File: config.mk
export PLATFORM = sky130hd
export DESIGN_NAME = ex_seq
export DESIGN_NICKNAME = d
export VERILOG_FILES = /design/src/rtl/ex_seq_pkg.sv /design/src/rtl/ex_seq_shift_unit.sv /design/src/rtl/ex_seq.sv
export SDC_FILE = /design/constraint.sdc
export NUM_CORES = 1
export LEC_CHECK = 0
export BUFFER_PORTS_ARGS = -buffer_cell sky130_fd_sc_hd__buf_2
export CORE_ASPECT_RATIO = 0.5
export CORE_MARGIN = 5
export CORE_UTILIZATION = 59
export DETAILED_ROUTE_END_ITERATION = 7
export HOLD_SLACK_MARGIN = 0.12
export PLACE_DENSITY = 0.84
export SYNTH_ARGS = -nofsm -noshare
export SYNTH_HDL_FRONTEND = slang
export SYNTH_HIERARCHICAL = 1
export SYNTH_SLANG_ARGS = --single-unit
File: constraint.sdc
create_clock -name clk -period 3.7 [get_ports clk]
set_input_delay 0.555 -clock clk [delete_from_list [all_inputs] [get_ports clk]]
set_output_delay 0.555 -clock clk [all_outputs]
set_load 0.01 [all_outputs]
File: src/rtl/ex_seq_pkg.sv
// Shared EX-stage encodings: ALU op codes, result classes and FSM states.
// EX_ITER_SHIFT_EN selects the iterative (1 bit/cycle) shifter over the barrel shifter.
package ex_seq_pkg;

    localparam logic [7:0] EXE_AND_OP = 8'b0010_0100;
    localparam logic [7:0] EXE_OR_OP  = 8'b0010_0101;
    localparam logic [7:0] EXE_XOR_OP = 8'b0010_0110;
    localparam logic [7:0] EXE_NOR_OP = 8'b0010_0111;
    localparam logic [7:0] EXE_SLL_OP = 8'b0111_1100;
    localparam logic [7:0] EXE_SRL_OP = 8'b0000_0010;
    localparam logic [7:0] EXE_SRA_OP = 8'b0000_0011;

    localparam logic [2:0] EXE_RES_NOP   = 3'b000;
    localparam logic [2:0] EXE_RES_LOGIC = 3'b001;
    localparam logic [2:0] EXE_RES_SHIFT = 3'b010;

    typedef enum logic [0:0] {
        EX_ST_IDLE  = 1'b0,
        EX_ST_SHIFT = 1'b1
    } ex_state_t;

    function automatic logic is_shift_aluop(input logic [7:0] op);
        return (op == EXE_SLL_OP) || (op == EXE_SRL_OP) || (op == EXE_SRA_OP);
    endfunction

endpackage

File: src/rtl/ex_seq_shift_unit.sv
// Shifter for the EX stage: barrel (one cycle) or iterative (1 bit per cycle)
// when EX_ITER_SHIFT_EN is defined. done marks the cycle the result is valid.
module ex_shift_unit
    import ex_seq_pkg::*;
#(
    parameter int DW  = 32,
    parameter int SHW = 5
) (
    input  logic           clk,
    input  logic           rst,
    input  logic           stall,
    input  logic           flush,
    input  logic           start,
    input  logic [SHW-1:0] amt,
    input  logic [DW-1:0]  src,
    input  logic [7:0]     op,
    output logic           done,
    output logic [DW-1:0]  result
);

`ifdef EX_ITER_SHIFT_EN
    logic [DW-1:0]  acc;
    logic [SHW-1:0] cnt;
    logic [7:0]     op_q;
    logic           sign;
    logic [DW-1:0]  acc_step;

    // sign is captured from the original operand so SRA fill never depends on acc
    always_comb begin
        acc_step = '0;
        case (op_q)
            EXE_SLL_OP: acc_step = {acc[DW-2:0], 1'b0};
            EXE_SRL_OP: acc_step = {1'b0, acc[DW-1:1]};
            EXE_SRA_OP: acc_step = {sign, acc[DW-1:1]};
            default:    acc_step = '0;
        endcase
    end

    assign done   = (start && amt == '0) || (cnt == SHW'(1) && !stall && !flush);
    assign result = start ? src : acc_step;

    always_ff @(posedge clk) begin
        if (rst) begin
            acc  <= '0;
            cnt  <= '0;
            op_q <= '0;
            sign <= 1'b0;
        end else if (flush) begin
            cnt <= '0;
        end else if (!stall) begin
            if (start && amt != '0) begin
                acc  <= src;
                cnt  <= amt;
                op_q <= op;
                sign <= src[DW-1];
            end else if (cnt != '0) begin
                acc <= acc_step;
                cnt <= cnt - SHW'(1);
            end
        end
    end
`else
    logic unused_ok;
    assign unused_ok = &{1'b0, clk, rst, stall, flush};

    always_comb begin
        result = '0;
        case (op)
            EXE_SLL_OP: result = src << amt;
            EXE_SRL_OP: result = src >> amt;
            EXE_SRA_OP: result = DW'($signed(src) >>> amt);
            default:    result = '0;
        endcase
    end

    assign done = start;
`endif

endmodule

File: src/rtl/ex_seq.sv
// EX stage with integrated EX/MEM register: logic ops and shifts, forwarding to ID.
// With EX_ITER_SHIFT_EN defined, shifts run 1 bit/cycle and stall upstream while busy.
module ex_seq
    import ex_seq_pkg::*;
#(
    parameter int DW  = 32,
    parameter int AW  = 5,
    parameter int SHW = 5
) (
    input  logic          clk,
    input  logic          rst,
    input  logic          in_valid_i,
    output logic          in_ready_o,
    input  logic [7:0]    aluop_i,
    input  logic [2:0]    alusel_i,
    input  logic [DW-1:0] reg1_i,
    input  logic [DW-1:0] reg2_i,
    input  logic [AW-1:0] wd_i,
    input  logic          wreg_i,
    input  logic          stall_i,
    input  logic          flush_i,
    output logic          stallreq_o,
    output logic          fwd_wreg_o,
    output logic [AW-1:0] fwd_wd_o,
    output logic [DW-1:0] fwd_wdata_o,
    output logic          mem_wreg_o,
    output logic [AW-1:0] mem_wd_o,
    output logic [DW-1:0] mem_wdata_o
);

    ex_state_t     state;
    logic [AW-1:0] wd_q;
    logic          wreg_q;
    logic          accept, is_shift_op, sh_start, sh_done;
    logic [DW-1:0] sh_result, logic_res, res_data;
    logic [AW-1:0] res_wd;
    logic          res_wreg, complete;

    // flush also blocks acceptance: anything taken this cycle would be discarded
    assign in_ready_o  = !rst && !flush_i && !stall_i && state == EX_ST_IDLE;
    assign accept      = in_valid_i && in_ready_o;
    assign is_shift_op = alusel_i == EXE_RES_SHIFT && is_shift_aluop(aluop_i);
    assign sh_start    = accept && is_shift_op;
    assign stallreq_o  = !rst && state == EX_ST_SHIFT;

    ex_shift_unit #(.DW(DW), .SHW(SHW)) u_shift (
        .clk    (clk),
        .rst    (rst),
        .stall  (stall_i),
        .flush  (flush_i),
        .start  (sh_start),
        .amt    (reg1_i[SHW-1:0]),
        .src    (reg2_i),
        .op     (aluop_i),
        .done   (sh_done),
        .result (sh_result)
    );

    always_comb begin
        logic_res = '0;
        case (aluop_i)
            EXE_OR_OP:  logic_res = reg1_i | reg2_i;
            EXE_AND_OP: logic_res = reg1_i & reg2_i;
            EXE_XOR_OP: logic_res = reg1_i ^ reg2_i;
            EXE_NOR_OP: logic_res = ~(reg1_i | reg2_i);
            default:    logic_res = '0;
        endcase
    end

    always_comb begin
        complete = 1'b0;
        res_wd   = wd_i;
        res_wreg = wreg_i;
        res_data = '0;
        if (state == EX_ST_SHIFT) begin
            complete = sh_done && !rst;
            res_wd   = wd_q;
            res_wreg = wreg_q;
            res_data = sh_result;
        end else if (accept) begin
            complete = is_shift_op ? sh_done : 1'b1;
            res_data = is_shift_op ? sh_result :
                       (alusel_i == EXE_RES_LOGIC) ? logic_res : '0;
        end
        fwd_wreg_o  = complete && res_wreg;
        fwd_wd_o    = complete ? res_wd : '0;
        fwd_wdata_o = complete ? res_data : '0;
    end

    always_ff @(posedge clk) begin
        if (rst) begin
            state       <= EX_ST_IDLE;
            wd_q        <= '0;
            wreg_q      <= 1'b0;
            mem_wreg_o  <= 1'b0;
            mem_wd_o    <= '0;
            mem_wdata_o <= '0;
        end else if (flush_i) begin
            state       <= EX_ST_IDLE;
            mem_wreg_o  <= 1'b0;
            mem_wd_o    <= '0;
            mem_wdata_o <= '0;
        end else if (!stall_i) begin
            // fwd_* is already zero when nothing completes, so this also loads bubbles
            mem_wreg_o  <= fwd_wreg_o;
            mem_wd_o    <= fwd_wd_o;
            mem_wdata_o <= fwd_wdata_o;
            case (state)
                EX_ST_IDLE: if (sh_start && !sh_done) begin
                    state  <= EX_ST_SHIFT;
                    wd_q   <= wd_i;
                    wreg_q <= wreg_i;
                end
                EX_ST_SHIFT: if (sh_done) state <= EX_ST_IDLE;
                default: state <= EX_ST_IDLE;
            endcase
        end
    end

endmodule
-- After elaboration in Yosys (flattened, before gate mapping)
Index checks and enable logic that the tools add are counted.
- equality and inequality tests: 9
- shifts and indexed selects: 3
- multiplexer cells: 15
- bitwise logic cells: 5
- reductions and logical operators: 15
- operators by type and width (cell ; number):
    $mux W32 ; 5
    $pmux W32 S4 ; 1
    $pmux W32 S3 ; 1
    $and A32 B32 Y32 ; 1
    $eq A8 B6 Y1 const B ; 4
    $not A32 Y32 ; 1
    $or A32 B32 Y32 ; 1
    $shl A32 B5 Y32 ; 1
    $shr A32 B5 Y32 ; 1
    $sshr A32 B5 Y32 ; 1
    $xor A32 B32 Y32 ; 1
    $eq A8 B2 Y1 const B ; 2
    $mux W5 ; 2
    $logic_and A1 B1 Y1 ; 9
    $eq A8 B7 Y1 const B ; 1
    $mux W1 ; 5
    $eq A3 B1 Y1 const B ; 1
    $eq A3 B2 Y1 const B ; 1
    $logic_not A1 Y1 ; 3
    $logic_or A1 B1 Y1 ; 2
    $pmux W1 S2 ; 1
    $reduce_or A2 Y1 ; 1
    $not A1 Y1 ; 1
- register bits after elaboration: 39
- output and inout bits: 78
- word-level logic and storage cells: 51

-- Longest topological paths before layout
- word-level depth: 10
- mapped depth: 12
- mapped depth without buffers: 8

-- By module
Netlist, hierarchy kept.
- modules (own cells, without submodules) (module ; times used ; cells an instance ; area an instance (sq um)):
    ex_seq ; 1 ; 691 ; 5131.2
    ex_shift_unit ; 1 ; 465 ; 4060.1

-- Worst setup path after synthesis
OpenSTA, ideal clock, no wires.
- path kind: input to output
- start: input aluop_i[3]
- end: output fwd_wdata_o[0]
- data arrival time: 2.578 ns
- data required time: 3.145 ns
- slack: 0.567 ns
- cell stages on the path: 11
- cells stage by stage: or4_4 > o22a_2 > buf_6 > buf_6 > nor2_1 > buf_4 > nand2b_1 > o2111ai_2 > buf_4 > buf_6 > a21oi_1
- cells in the longest elaborated chain, start to end: 9
- ends and longest elaborated chain (element ; line ; source):
    start, declared ; ex_seq.sv:14 ; input logic [7:0] aluop_i,
    $eq A8 B7 Y1 or $eq A8 B2 Y1 (tied branches) ; ex_seq_pkg.sv:23 ; return (op == EXE_SLL_OP) || (op == EXE_SRL_OP) || (op == EXE_SRA_OP);
    $logic_or A1 B1 Y1 ; ex_seq_pkg.sv:23 ;
    $logic_or A1 B1 Y1 * ; ex_seq_pkg.sv:23 ;
    $logic_and A1 B1 Y1 * ; ex_seq.sv:42 ; assign is_shift_op = alusel_i == EXE_RES_SHIFT && is_shift_aluop(aluop_i);
    $logic_and A1 B1 Y1 * ; ex_seq.sv:43 ; assign sh_start = accept && is_shift_op;
    named net sh_start ; ex_seq.sv:34 ; logic accept, is_shift_op, sh_start, sh_done;
    $mux W1 ; ex_seq.sv:81 ; complete = is_shift_op ? sh_done : 1'b1;
    $mux W1 ; ex_seq.sv:80 ; end else if (accept) begin
    $mux W1 * ; ex_seq.sv:75 ; if (state == EX_ST_SHIFT) begin
    $mux W32 * ; ex_seq.sv:87 ; fwd_wdata_o = complete ? res_data : '0;
    end, declared ; ex_seq.sv:25 ; output logic [DW-1:0] fwd_wdata_o,
Mark *: on every way through the listed nets, which the timed path passes. The rest lies on a longest branch.

-- Final worst setup path
- start: input aluop_i[5]
- end: output fwd_wdata_o[21]
- RTL lines (element ; line ; source):
    $eq A8 B2 Y1 or $eq A8 B7 Y1 (tied branches) ; ex_seq_shift_unit.sv:68 ; case (op)
    $pmux W32 S3 * ; ex_seq_shift_unit.sv:68 ;
    named net sh_result[21] ; ex_seq.sv:35 ; logic [DW-1:0] sh_result, logic_res, res_data;
    $mux W32 ; ex_seq.sv:82 ; res_data = is_shift_op ? sh_result :
    $mux W32 ; ex_seq.sv:80 ;
    $mux W32 * ; ex_seq.sv:75 ;
    $mux W32 * ; ex_seq.sv:87 ;
Marks and branches as above.

==> qor.csv <==
stage;metric;value;unit
worst_setup_path;cp-end-kind;primary output;
grt;antenna_found_initial;3;
synth;syn_area;0.009191;mm^2
sta;final-hold-violation-count;0;
detailed_routing;dr.first_iter.drc_count;1950;
floorplan;die_area;0.01833;mm^2
worst_setup_path;critPathTopFamily;compound AO/OA/AOI/OAI gates;
grt;grt_overflow;0;
detailed_routing;drt_wl_total;40910;um
clocking;post_cts_buffers;0;
job;maxCapViolations;0;
clocking;clk_latency;290;ps
sta;timing.fmax;266.3;MHz
detailed_routing;wire_per_inst;26.71;um
worst_setup_path;arrival;3200;ps
placement;placement.io_buffers;163;
detailed_routing;viasPerCell;7.389;
worst_setup_path;critPathBufInv;3;
sta;timing.hold.ws;460.8;ps
synth;synthFlopType;dfxtp_1;
synth;synth_nets;1306;
final_layout;multi_input_area;0.007430;mm^2
clocking;clk_pin_slew;70;ps
worst_setup_path;slowest_stage;a21oi_1;
placement;dpl.hpwl;30860;um
power;p_leak;0.004651;uW
final_layout;area_growth;17.76;%
floorplan;row_count;32;
worst_setup_path;cp_common_cell;a21oi_1;
power;p_per_area;183.8;mW/mm^2
final_layout;nets;1474;
power;ir_drop;0.1831;mV
detailed_routing;drc;0;
sta;setup_viol;3;
final_layout;final_design_area_no_fill;0.01082;mm^2
worst_setup_path;critPathMaxFanout;19;
worst_setup_path;startpoint_type;input pin;
sta;report.final.slew_viol_count;0;
detailed_routing;first_pass_iters;7;
run_status;violations;negative setup slack;
clocking;cts_tree;yes;
sta;tightest_slew;930.7;ps
sta;layout_min_cycle_time;3756;ps
synth;synth_cell_types;77;
grt;grt_use_total;0.4136;
synth;syn_avg_cell_area;7.951;um^2
grt;grt_pass1_wl;60820;um
floorplan;io_pins;164;
floorplan;die_w;186.5;um
worst_setup_path;slowest_delay;540;ps
floorplan;die_y;98.26;um
synth;synth_edf_count;0;
final_layout;final_layout_size_suffix_gt1_frac;0.3102;
final_layout;regArea;900.9;um^2
sta;fin_ws;-55.72;ps
grt;grt_max_degree;98;
final_layout;fillers;1262;
clocking;htree_levels;2;
detailed_routing;ant_nets;0;
placement;gp_congestion;1.065;
sta;timing.final.crit_share;1.015;
clocking;clock-sinks;45;
synth;ys_ff_latch;45;
synth;async_flop_share;0;
floorplan;initial_core_util;0.5994;
floorplan;coreArea;0.01533;mm^2
worst_setup_path;cp_cell_sequence;buf_2, nor4_2, nand2_2, buf_4, o21ai_0, a21oi_1, a21oi_1, nand4_1, a2bb2oi_1, a21oi_1, buf_2;
sta;skew;2.948;ps
detailed_routing;vias;11320;
run_status;outcome;complete, but fails checks;
power;power;1990;uW
placement;dpl_cell_area;0.01055;mm^2
sta;slew_headroom;0.3738;
grt;grt_pass1_vias;10560;
clocking;cts_buffers;5;
worst_setup_path;required;3140;ps
min_path;hold_class;flip-flop to flip-flop;
clocking;clockRootBuffer;clkbuf_16;
synth;netlist_instances;1156;
synth;ys.warnings.count;6;
clocking;clockBufferDepth;2;
synth;ys_seq_area_frac;0.09801;
worst_setup_path;worstSetupPathType;input pin to primary output;
sta;tns;-79.29;ps
Yosys cell counts (all sizes together) (9+ instances only):
cell type | instances | area share
nand2 | 121 | 0.049
inv | 75 | 0.031
a21oi | 72 | 0.040
nand3 | 70 | 0.038
ha | 64 | 0.087
mux2i | 63 | 0.069
clkbuf | 57 | 0.031
buf | 56 | 0.044
mux4 | 54 | 0.14
nor2 | 46 | 0.019
dfxtp | 45 | 0.098
a2bb2oi | 38 | 0.036
nand4 | 38 | 0.026
a22oi | 36 | 0.029
a32oi | 34 | 0.032
nand2b | 32 | 0.022
o21ai | 30 | 0.016
or2 | 30 | 0.020
a21o | 29 | 0.024
mux2 | 21 | 0.026
o211ai | 17 | 0.015
nor3 | 11 | 0.0065
a211oi | 10 | 0.0082
nor2b | 10 | 0.0068
o22ai | 10 | 0.0075
a211o | 9 | 0.0086
metal layers:
| metal | global-route usage | routed length, um |
|---|---|---|
| met4 | 0.1354 | 1891 |
| met5 | 0 | 13 |
| met1 | 0.5512 | 14930 |
| met2 | 0.6166 | 16710 |
| met3 | 0.1625 | 7365 |
where the power goes:
part,switching (uW),internal [uW],total [uW]
Sequential,0.817,485,486
Combinational,608,413,1020
Clock,224,259,483
registers in the layout (all words and copies together) (netlist names):
| signal | flops |
|---|---|
| wreg_q | 1 |
| state | 1 |
| mem_wdata_o | 32 |
| mem_wreg_o | 1 |
| wd_q | 5 |
| mem_wd_o | 5 |
path summary, 6_finish.rpt:
kind	cells after the start	to	slack (ps)	from
hold reg to reg	2	mem_wd_o[0]	460	mem_wd_o[0]
setup / recovery	11	fwd_wdata_o[21]	-60	aluop_i[5]
hold / removal	2	mem_wd_o[0]	460	mem_wd_o[0]
setup reg to reg	8	mem_wdata_o[31]	1230	state
cells in the final DEF (no fill, tap or decap), types with 34 or more instances in the layout:
master and n:
a21oi_1 68, a22oi_1 36, a2bb2oi_1 34, a32oi_1 34
buf_2 162, buf_4 100, dfxtp_1 45, ha_1 64
inv_1 74, mux2i_1 58, mux4_2 41, nand2_1 120
nand3_1 70, nand4_1 38, nor2_1 46
per-stage QoR:
step	cells	util	setup slack [ps]
2_1_floorplan	1156	-	566.7
3_3_place_gp	1521	0.6880	-214.6
3_5_place_dp	1521	0.6880	-165.9
4_1_cts	1529	0.6993	13.72
5_1_grt	1531	0.7057	-0.6488
6_report	1532	0.7059	-55.72
cells by family after synthesis:
logic type      synth area share
buf+inv                   0.1067
fa+ha+maj                0.08712
compound gates            0.2640
simple gates              0.2114
flops                    0.09801
mux                       0.2328
timing repair:
| action | in CTS | in global routing |
|---|---|---|
| hold buffers | 0 | 0 |
| resized for setup | 7 | 20 |
| pin swaps | 0 | 3 |
| setup endpoints to repair | 7 | 23 |
final cells by class:
cell class	instances	area share
tap	204	0.02358
inverter	77	0.02693
timing repair buffer	274	0.1652
sequential	45	0.08323
multi-input combinational	921	0.6864
antenna	3	0.0006936
clock inverter	3	0.002427
clock buffer	5	0.01156
tightest hold or removal path: stages, from the launching register on:
cell	delay [ps]
dfxtp_1	320
nand2_1	50
o21ai_1	50
Note: power is estimated with default switching activity, not from simulation.
